File: config.mk
export PLATFORM = sky130hd
export DESIGN_NAME = spi_sb_byte_link
export DESIGN_NICKNAME = d
export VERILOG_FILES = /design/src/rtl/spi_sb_pkg.sv /design/src/rtl/spi_byte_fifo.sv /design/src/rtl/spi_sb_byte_link.sv
export SDC_FILE = /design/constraint.sdc
export NUM_CORES = 1
export LEC_CHECK = 0
export CAP_MARGIN = 20
export CELL_PAD_IN_SITES_DETAIL_PLACEMENT = 1
export CELL_PAD_IN_SITES_GLOBAL_PLACEMENT = 2
export CORE_MARGIN = 8
export CORE_UTILIZATION = 29
export CTS_CLUSTER_DIAMETER = 60
export DETAILED_ROUTE_END_ITERATION = 8
export GPL_TIMING_DRIVEN = 0
export PLACE_DENSITY = 0.87
export SYNTH_ARGS = -nofsm -noshare
export SYNTH_HDL_FRONTEND = slang
export SYNTH_HIERARCHICAL = 1
export SYNTH_SLANG_ARGS = --single-unit
File: constraint.sdc
create_clock -name CLK -period 1.85 [get_ports CLK]
set_input_delay 0.4625 -clock CLK [delete_from_list [all_inputs] [get_ports CLK]]
set_output_delay 0.4625 -clock CLK [all_outputs]
set_load 0.1 [all_outputs]
File: src/rtl/spi_sb_pkg.sv
// Shared definitions for the SB_SPI byte link: system-bus register map,
// SPISR bit positions, the link FSM state type and the bus request record.
package spi_sb_pkg;

    // SB_SPI system-bus register addresses
    localparam logic [7:0] ADR_CR0  = 8'h08;
    localparam logic [7:0] ADR_CR1  = 8'h09;
    localparam logic [7:0] ADR_CR2  = 8'h0A;
    localparam logic [7:0] ADR_BR   = 8'h0B;
    localparam logic [7:0] ADR_SR   = 8'h0C;
    localparam logic [7:0] ADR_TXDR = 8'h0D;
    localparam logic [7:0] ADR_RXDR = 8'h0E;
    localparam logic [7:0] ADR_CSR  = 8'h0F;

    // SPISR bit indices
    localparam int SR_TIP  = 7;
    localparam int SR_BUSY = 6;
    localparam int SR_TRDY = 4;
    localparam int SR_RRDY = 3;
    localparam int SR_ROE  = 1;

    // Values written during the init sequence that are not parameters
    localparam logic [7:0] CR0_VAL = 8'h00;
    localparam logic [7:0] CR1_VAL = 8'h80;  // enable the SPI core
    localparam logic [7:0] CSR_VAL = 8'h00;

    localparam logic SB_WR = 1'b1;
    localparam logic SB_RD = 1'b0;

    typedef enum logic [2:0] {
        ST_CFG_CR0,
        ST_CFG_CR1,
        ST_CFG_CR2,
        ST_CFG_BR,
        ST_CFG_CSR,
        ST_POLL,
        ST_RD_RX,
        ST_WR_TX
    } link_state_t;

    // One system-bus access as held on the SB pins while the strobe is high
    typedef struct packed {
        logic       rw;
        logic [7:0] adr;
        logic [7:0] dat;
    } sb_req_t;

    // Config states retry the same register after a timeout
    function automatic logic is_cfg(input link_state_t s);
        return s inside {ST_CFG_CR0, ST_CFG_CR1, ST_CFG_CR2, ST_CFG_BR, ST_CFG_CSR};
    endfunction

endpackage

File: src/rtl/spi_byte_fifo.sv
// Byte FIFO used as the rx buffer when SPI_RX_FIFO_EN is defined.
// Head entry is presented combinationally; push and pop in one cycle are
// both honoured, including push while full when a pop frees the slot.
module spi_byte_fifo #(
    parameter int DEPTH = 4
) (
    input  logic       CLK,
    input  logic       RST_N,
    input  logic       push,
    input  logic [7:0] din,
    input  logic       pop,
    output logic [7:0] dout,
    output logic       empty,
    output logic       full
);

    localparam int AW = (DEPTH > 1) ? $clog2(DEPTH) : 1;

    logic [7:0]    r_mem [DEPTH];
    logic [AW-1:0] r_wr_ptr;
    logic [AW-1:0] r_rd_ptr;
    logic [AW:0]   r_count;

    logic w_pop;
    logic w_push;

    assign empty  = (r_count == '0);
    assign full   = (r_count == (AW+1)'(DEPTH));
    assign w_pop  = pop & ~empty;
    assign w_push = push & (~full | w_pop);
    // Gate to zero while empty so the output never shows a stale entry
    assign dout   = empty ? 8'h00 : r_mem[r_rd_ptr];

    function automatic logic [AW-1:0] ptr_inc(input logic [AW-1:0] p);
        return (p == AW'(DEPTH - 1)) ? '0 : p + 1'b1;
    endfunction

    // Pointer and occupancy bookkeeping
    always_ff @(posedge CLK or negedge RST_N) begin
        if (!RST_N) begin
            r_wr_ptr <= '0;
            r_rd_ptr <= '0;
            r_count  <= '0;
        end else begin
            // NOTE: sequential state uses non-blocking assignments so every
            // register samples pre-edge values regardless of statement order.
            if (w_push) r_wr_ptr <= ptr_inc(r_wr_ptr);
            if (w_pop)  r_rd_ptr <= ptr_inc(r_rd_ptr);
            case ({w_push, w_pop})
                2'b10:   r_count <= r_count + 1'b1;
                2'b01:   r_count <= r_count - 1'b1;
                default: r_count <= r_count;
            endcase
        end
    end

    // Storage array write port
    // NOTE: the array has no reset; validity is tracked by r_count, and
    // leaving it unreset lets synthesis map it to plain storage.
    always_ff @(posedge CLK) begin
        if (w_push) r_mem[r_wr_ptr] <= din;
    end

endmodule

File: src/rtl/spi_sb_byte_link.sv
// SB_SPI system-bus byte link: runs the register init sequence, polls SPISR,
// drains SPIRXDR into an rx buffer and writes held tx bytes to SPITXDR,
// presenting valid/ready byte streams to the command layer.
// Build option: SPI_RX_FIFO_EN selects a FIFO_DEPTH-entry rx FIFO
// (spi_byte_fifo) instead of the default single-byte rx register.
module spi_sb_byte_link
    import spi_sb_pkg::*;
#(
    parameter logic [7:0] CR2_VAL     = 8'h01,
    parameter logic [7:0] BR_VAL      = 8'h00,
    parameter int         ACK_TIMEOUT = 16,
    parameter int         FIFO_DEPTH  = 4
) (
    input  logic       CLK,
    input  logic       RST_N,
    output logic       sb_stb,
    output logic       sb_rw,
    output logic [7:0] sb_adr,
    output logic [7:0] sb_dati,
    input  logic [7:0] sb_dato,
    input  logic       sb_ack,
    output logic [7:0] rx_data,
    output logic       rx_valid,
    input  logic       rx_ready,
    input  logic [7:0] tx_data,
    input  logic       tx_valid,
    output logic       tx_ready,
    output logic       init_done,
    output logic       rx_overrun,
    output logic       bus_err,
    input  logic       err_clr
);

    localparam int TO_W = (ACK_TIMEOUT > 2) ? $clog2(ACK_TIMEOUT) : 1;

    // Bus access state
    link_state_t   r_state;
    logic          r_stb;
    sb_req_t       r_req;
    logic [TO_W-1:0] r_to_cnt;

    link_state_t   w_state_nxt;
    logic          w_stb_nxt;
    sb_req_t       w_req_nxt;
    logic [TO_W-1:0] w_to_cnt_nxt;

    // Events produced by the FSM for the datapath registers
    logic w_rx_push;
    logic w_tx_free;
    logic w_set_roe;
    logic w_set_berr;
    logic w_init_set;
    logic w_rx_space;
    logic w_tx_ready;

    // Status and tx holding register
    logic       r_init_done;
    logic       r_rx_overrun;
    logic       r_bus_err;
    logic       r_tx_full;
    logic [7:0] r_tx_data;

    assign sb_stb     = r_stb;
    assign sb_rw      = r_req.rw;
    assign sb_adr     = r_req.adr;
    assign sb_dati    = r_req.dat;
    assign init_done  = r_init_done;
    assign rx_overrun = r_rx_overrun;
    assign bus_err    = r_bus_err;
    assign w_tx_ready = r_init_done & ~r_tx_full;
    assign tx_ready   = w_tx_ready;

    // FSM state register together with the registered SB pins
    always_ff @(posedge CLK or negedge RST_N) begin
        if (!RST_N) begin
            r_state  <= ST_CFG_CR0;
            r_stb    <= 1'b0;
            r_req    <= '0;
            r_to_cnt <= '0;
        end else begin
            r_state  <= w_state_nxt;
            r_stb    <= w_stb_nxt;
            r_req    <= w_req_nxt;
            r_to_cnt <= w_to_cnt_nxt;
        end
    end

    // Next-state logic: issue an access whenever the strobe is idle, finish it on ack or timeout
    always_comb begin
        // NOTE: every signal written here gets a default first, so no path
        // can leave one unassigned and infer a latch.
        w_state_nxt  = r_state;
        w_stb_nxt    = r_stb;
        w_req_nxt    = r_req;
        w_to_cnt_nxt = r_to_cnt;
        w_rx_push    = 1'b0;
        w_tx_free    = 1'b0;
        w_set_roe    = 1'b0;
        w_set_berr   = 1'b0;
        w_init_set   = 1'b0;

        if (!r_stb) begin
            // Strobe was low for this cycle: launch the access for the current state
            w_stb_nxt    = 1'b1;
            w_to_cnt_nxt = '0;
            case (r_state)
                ST_CFG_CR0: w_req_nxt = '{rw: SB_WR, adr: ADR_CR0,  dat: CR0_VAL};
                ST_CFG_CR1: w_req_nxt = '{rw: SB_WR, adr: ADR_CR1,  dat: CR1_VAL};
                ST_CFG_CR2: w_req_nxt = '{rw: SB_WR, adr: ADR_CR2,  dat: CR2_VAL};
                ST_CFG_BR:  w_req_nxt = '{rw: SB_WR, adr: ADR_BR,   dat: BR_VAL};
                ST_CFG_CSR: w_req_nxt = '{rw: SB_WR, adr: ADR_CSR,  dat: CSR_VAL};
                ST_RD_RX:   w_req_nxt = '{rw: SB_RD, adr: ADR_RXDR, dat: 8'h00};
                ST_WR_TX:   w_req_nxt = '{rw: SB_WR, adr: ADR_TXDR, dat: r_tx_data};
                default:    w_req_nxt = '{rw: SB_RD, adr: ADR_SR,   dat: 8'h00};
            endcase
        end else if (sb_ack) begin
            w_stb_nxt = 1'b0;
            case (r_state)
                ST_CFG_CR0: w_state_nxt = ST_CFG_CR1;
                ST_CFG_CR1: w_state_nxt = ST_CFG_CR2;
                ST_CFG_CR2: w_state_nxt = ST_CFG_BR;
                ST_CFG_BR:  w_state_nxt = ST_CFG_CSR;
                ST_CFG_CSR: begin
                    w_state_nxt = ST_POLL;
                    w_init_set  = 1'b1;
                end
                ST_RD_RX: begin
                    w_rx_push   = 1'b1;
                    w_state_nxt = ST_POLL;
                end
                ST_WR_TX: begin
                    w_tx_free   = 1'b1;
                    w_state_nxt = ST_POLL;
                end
                default: begin
                    // SPISR returned: rx drains before tx, and only into free space
                    w_set_roe = sb_dato[SR_ROE];
                    if (sb_dato[SR_RRDY] && w_rx_space) begin
                        w_state_nxt = ST_RD_RX;
                    end else if (sb_dato[SR_TRDY] && r_tx_full) begin
                        w_state_nxt = ST_WR_TX;
                    end else begin
                        w_state_nxt = ST_POLL;
                    end
                end
            endcase
        end else if (r_to_cnt == TO_W'(ACK_TIMEOUT - 1)) begin
            // Strobe has been high ACK_TIMEOUT cycles: abandon the access
            w_stb_nxt  = 1'b0;
            w_set_berr = 1'b1;
            if (!is_cfg(r_state)) w_state_nxt = ST_POLL;
        end else begin
            w_to_cnt_nxt = r_to_cnt + 1'b1;
        end
    end

    // Sticky error flags and init completion; a new error beats err_clr
    always_ff @(posedge CLK or negedge RST_N) begin
        if (!RST_N) begin
            r_init_done  <= 1'b0;
            r_rx_overrun <= 1'b0;
            r_bus_err    <= 1'b0;
        end else begin
            if (w_init_set) r_init_done <= 1'b1;

            if (w_set_roe)    r_rx_overrun <= 1'b1;
            else if (err_clr) r_rx_overrun <= 1'b0;

            if (w_set_berr)   r_bus_err <= 1'b1;
            else if (err_clr) r_bus_err <= 1'b0;
        end
    end

    // One-byte tx holding register; a byte abandoned by a timeout stays held for retry
    always_ff @(posedge CLK or negedge RST_N) begin
        if (!RST_N) begin
            r_tx_full <= 1'b0;
            r_tx_data <= 8'h00;
        end else if (tx_valid && w_tx_ready) begin
            r_tx_full <= 1'b1;
            r_tx_data <= tx_data;
        end else if (w_tx_free) begin
            r_tx_full <= 1'b0;
        end
    end

`ifdef SPI_RX_FIFO_EN
    logic w_fifo_empty;
    logic w_fifo_full;

    spi_byte_fifo #(
        .DEPTH (FIFO_DEPTH)
    ) u_rx_fifo (
        .CLK   (CLK),
        .RST_N (RST_N),
        .push  (w_rx_push),
        .din   (sb_dato),
        .pop   (rx_ready),
        .dout  (rx_data),
        .empty (w_fifo_empty),
        .full  (w_fifo_full)
    );

    assign rx_valid   = ~w_fifo_empty;
    assign w_rx_space = ~w_fifo_full;
`else
    logic [7:0] r_rx_data;
    logic       r_rx_full;

    assign rx_data    = r_rx_data;
    assign rx_valid   = r_rx_full;
    assign w_rx_space = ~r_rx_full;

    // Single-byte rx register; a push in the same cycle as a pop keeps it full
    always_ff @(posedge CLK or negedge RST_N) begin
        if (!RST_N) begin
            r_rx_data <= 8'h00;
            r_rx_full <= 1'b0;
        end else if (w_rx_push) begin
            r_rx_data <= sb_dato;
            r_rx_full <= 1'b1;
        end else if (r_rx_full && rx_ready) begin
            r_rx_full <= 1'b0;
        end
    end
`endif

endmodule

==> flow_summary.yaml, run 1 <==
outcome:
  status: "finished, final reports clean"
worst_setup_path:
  cp.arrival_ps: 1280
  cp_num_buf_inv: 1
  cp_max_fo: 5
  cp_cell_sequence: "clkdlybuf4s15_2"
  crit_type: "reg2out"
  r2r_start: "r_state[1]"
  reg2reg_depth: 4
  slowest_stage: "clkdlybuf4s15_2"
  critPathTopFamily: "buffers and inverters"
  r2r_end: "rx_data[1]"
  cp_num_cells: 1
  reg2reg_slack_ps: 300
  crit_end: "sb_stb"
  required_ps: 1390
  cp-startpoint: "sb_stb"
  critPathCaptureType: "output port"
  start_kind: "flip-flop"
  cpPeakStageDelay_ps: 570
floorplan:
  core_um2: 5920
  rows: 28
  die_w_um: 94.2
  start_util: 0.300
  die_area_um2: 8880
  fp.dieH_um: 94.2
  io_pins: 53
timing:
  rsz0062_at_grt: "false"
  hold_viol: 0
  finalClockSkew_ps: 7.39
  relSlewSlack: 0.634
  tns_ps: 0
  drv_slew: 0
  max_clock_freq_mhz: 575
  worst_slew_pin_slew_ps: 547
  fin_crit_sh: 0.940
  finalSetupViolations: 0
  fin_crit_ps: 1740
clock_network:
  cts_buffers: 5
  post_cts_buffers: 0
  cts.sinks: 42
  htree_levels: 2
  root_buffer: "clkbuf_8"
  clock_latency_ps: 290
  cts_buffer_depth: 2
  cts_tree: "built"
  clk_pin_slew_ps: 80
yosys:
  postSynth.asyncResetShare: 1.00
  avgSynthCellArea_um2: 12.2
  ys_top_cells_by_area: "dfrtp_1, mux2_2, a22o_1"
  synthFlopType: "dfrtp_1"
  synthDominantCellAreaShare: 0.592
  synth-edff-count: 0
  synth-seq-cells: 42
  yosysSeqAreaShare: 0.592
  synth_cell_types: 35
  yosysTopAreaCell: "dfrtp_1"
  synth_area_um2: 1780
  ys_warn_count: 6
  synth_common_cells: "dfrtp_1, mux2_2, nand2_1"
  yosysMostFrequentCell: "dfrtp_1"
  synth_cells: 145
routing:
  ant_nets: 0
  dr.pass1.iters: 4
  vias: 1257
  drt_iter0_markers: 29
  wl_um: 4160
  drc: 0
  wl_per_cell_um: 14.9
  vias_per_cell: 4.51
grt:
  use_met1: 0.126
  met2_usage: 0.155
  grt_pass1_vias: 1441
  antenna_found_initial: 0
  grtUsageMet3: 0.0464
  overflow: 0
  grt-busiest-layer: "met2"
  grt.total_usage: 0.101
  grt_max_degree: 25
  grt_pass1_wl_um: 7090
place:
  placed_area_um2: 2390
  place_congestion: 0.771
  dpl.hpwl_um: 3200
  io_buffer_count: 47
worst_hold_path:
  hold_class: "in2async"
finish:
  fin_util: 0.424
  final_nets: 226
  syn_to_final_growth_pct: 41.2
  design_area_um2: 2510
  n_antenna_cell: 0
  drive_above_1_share: 0.343
job:
  cap_violations: 0
worst min path at each step:
stage                         start            to  slack (ps)  depth (start not counted)
after detailed placement      RST_N       bus_err         450                          1
after global placement    sb_adr[3]     sb_adr[3]         450                          1
final                         RST_N    rx_data[3]         120                          1
after global routing          RST_N  r_tx_data[7]         150                          1
after CTS                     RST_N  r_tx_data[7]         130                          1
after floorplan               RST_N       bus_err         170                          0
registers in the layout, summed over array words and instances (netlist names):
register,flops
bus_err,1
rx_overrun,1
sb_stb,1
r_tx_full,1
rx_data,8
r_to_cnt,4
r_state,3
init_done,1
sb_dati,8
sb_adr,4
sb_rw,1
r_tx_data,8
rx_valid,1
timing repair:
action	4_1_cts	5_1_grt
gates resized for setup	83	1
setup endpoints to repair	27	1
hold buffers	0	0
per-stage QoR:
stage | hold slack, ps | setup slack (ps) | cells
after floorplan | 167 | 35.8 | 148
after global routing | 150 | 74.1 | 279
after CTS | 128 | 29.7 | 279
after detailed placement | 448 | -348 | 271
after global placement | 454 | -1100 | 270
final | 116 | 112 | 279
cells by family (layout without fill, tap and decap cells):
logic type / count (synthesis) / count (layout) / synth area share
flip-flops: 42 / 42 / 0.592
AO/OA/AOI/OAI: 32 / 32 / 0.121
AND/OR/NAND/NOR: 31 / 31 / 0.100
multiplexers: 18 / 18 / 0.114
buffers and inverters: 17 / 73 / 0.0493
XOR/XNOR: 3 / 3 / 0.0148
adder cells (fa/ha/maj): 1 / 1 / 0.00705
other: 1 / 4 / 0.00211
metal layers:
layer,part of all wire,vias up
met2,0.47,32
met3,0.078,3
met4,0.0065,0
met1,0.45,606
li1,-,616
met5,0,-
cell usage in the layout (no fill, tap or decap), drive strengths merged:
cell           Yosys  layout
buf                8      10
clkdlybuf4s15      0      26
a211oi             1       1
o22ai              1       1
and2               1       1
o32ai              1       1
mux2              18      18
and4               1       1
ha                 1       1
and3               4       4
o21a               1       1
a21o               4       4
inv                6       6
nand3              3       3
nor2b              2       2
clkbuf             3      11
a41o               1       1
xor2               2       2
a22o               6       6
nand4              1       1
clkdlybuf4s50      0      19
nor2               3       3
nand2             11      11
xnor2              1       1
nor3               1       1
clkinv             0       1
o21ai              9       9
dfrtp             42      42
a2bb2oi            1       1
nand2b             2       2
nor3b              2       2
conb               1       4
a31oi              2       2
a21oi              5       5
layout make-up:
type,count,area [µm²]
Tap cell,75,93.8
Clock inverter,1,5.00
Clock buffer,7,86.3
Timing Repair Buffer,48,515
Fill cell,629,3410
Multi-Input combinational cell,89,663
Inverter,6,22.5
Buffer,11,65.1
Sequential cell,42,1060
Power of run 1 is left out: the tool's default activity adds up to more than one toggle a clock period on the data nets, which glitch-free logic cannot reach.
==> run 2, diff against run 1 <==
CAP_MARGIN = default   (was 20)
CORE_MARGIN = default   (was 8)
==> run 2 against run 1 <==
First-iteration DRC count increased to 2.6 times the previous value. Routed wire length decreased by 6.4%. Sequential share of layout area decreased by 0.80 points. Hold slack got worse by 27 ps. Critical path type unchanged. Critical endpoint is now tx_ready. Clock-buffer cell count decreased by 1. Fmax decreased by 3.0%.
==> flow_summary.yaml, run 2 (same netlist as run 1, synthesis figures left out) <==
worst_setup_path:
  reg2reg_slack_ps: 290
  slowest_stage: "buf_2"
  cp_max_fo: 3
  r2r_end: "rx_data[3]"
  cp_num_cells: 2
  cpPeakStageDelay_ps: 440
  cp.arrival_ps: 1330
  critPathCaptureType: "output port"
  cp_cell_sequence: "nor2b_4, buf_2"
  required_ps: 1390
  start_kind: "flip-flop"
  crit_type: "reg2out"
  reg2reg_depth: 4
  cp_num_buf_inv: 1
  r2r_start: "r_state[1]"
  critPathTopFamily: "buffers and inverters"
grt:
  grt_pass1_wl_um: 6620
  grt_pass1_vias: 1338
  grt.total_usage: 0.138
  overflow: 0
  antenna_found_initial: 0
  grt_max_degree: 27
finish:
  syn_to_final_growth_pct: 44.0
  final_nets: 226
  layout_common_cells: "dfrtp_1, clkdlybuf4s15_2, clkdlybuf4s50_1, mux2_2"
  n_antenna_cell: 0
  drive_above_1_share: 0.348
  layout_commonest_cell: "dfrtp_1"
  design_area_um2: 2560
  stdcell_count: 279
timing:
  hold_viol: 0
  relSlewSlack: 0.629
  max_clock_freq_mhz: 558
  finalClockSkew_ps: 7.44
  drv_slew: 0
  fin_crit_sh: 0.968
  rsz0062_at_grt: "false"
  fin_crit_ps: 1790
  finalSetupViolations: 0
  worst_slew_pin_slew_ps: 553
  tns_ps: 0
floorplan:
  start_util: 0.300
  core_um2: 5920
  die_w_um: 80.2
  fp.dieH_um: 80.2
  die_area_um2: 6440
  io_pins: 53
  rows: 28
clock_network:
  clk_pin_slew_ps: 80
  htree_levels: 2
  cts_buffers: 5
  cts_buffer_depth: 2
  cts_tree: "built"
  postCtsHoldBufs: 0
  cts.sinks: 42
  clock_latency_ps: 290
  root_buffer: "clkbuf_8"
routing:
  wl_um: 3890
  wl_per_cell_um: 13.9
  ant_nets: 0
  drc: 0
  vias_per_cell: 4.59
  dr.pass1.iters: 4
  vias: 1281
  drt_iter0_markers: 74
place:
  dp_cells: 271
  io_buffer_count: 47
  dpl.hpwl_um: 2890
  placed_area_um2: 2390
  place_congestion: 0.699
worst_hold_path:
  hold_class: "in2async"
job:
  cap_violations: 0
outcome:
  status: "finished, final reports clean"
[run 2: changes by cell type in the layout (fill, tap and decap cells not counted), sizes merged]
cell | before | now
clkbuf | 11 | 9
buf | 10 | 11
bufinv | 0 | 2
clkinv | 1 | 0
[run 2: worst max-delay path by stage]
stage,to,slack (ps),from
3_3_place_gp,init_done,-1090,RST_N
6_report,tx_ready,60,init_done
2_1_floorplan,r_tx_data[0],40,init_done
4_1_cts,tx_ready,40,init_done
3_5_place_dp,tx_ready,-330,init_done
5_1_grt,tx_ready,8,init_done
[run 2: timing repair]
item                       4_1_cts  5_1_grt
gates resized for setup         83        0
setup endpoints to repair       27        0
buffers inserted                 0        0
[run 2: final cells by class]
type / instances / area [µm²]
Fill cell: 657 / 3360
Sequential cell: 42 / 1060
Multi-Input combinational cell: 89 / 663
Timing Repair Buffer: 48 / 513
Tap cell: 75 / 93.8
Clock buffer: 6 / 82.6
Buffer: 11 / 65.1
Clock inverter: 2 / 60.1
Inverter: 6 / 22.5
[run 2: worst register-to-register path, stage by stage, from the launching register on]
cell and delay [ps]:
dfrtp_1 330, buf_4 150, nand2_1 170, nor3_4 410, mux2_2 390
[run 2: routing by layer]
metal / up-vias / global-route usage / routed length (µm)
met5: - / 0 / 0
met3: 6 / 0.0364 / 178
met4: 0 / 0.0482 / 52
li1: 615 / - / -
met1: 627 / 0.175 / 1830
met2: 33 / 0.226 / 1830
[run 2: stage by stage]
stage	util	hold WS [ps]	setup slack [ps]
2_1_floorplan	-	167	35.8
3_3_place_gp	0.400	458	-1090
3_5_place_dp	0.403	419	-333
4_1_cts	0.432	96.3	36.8
5_1_grt	0.432	106	7.90
6_report	0.432	89.3	58.9
Power of run 2 is left out for the same reason.
==> run 3, diff against run 2 <==
HOLD_SLACK_MARGIN = 0.02   (was default)
==> results of run 3 <==
Same layout as run 2: the final DEF is identical, and so are final timing and power.
Power of run 3 is left out for the same reason.
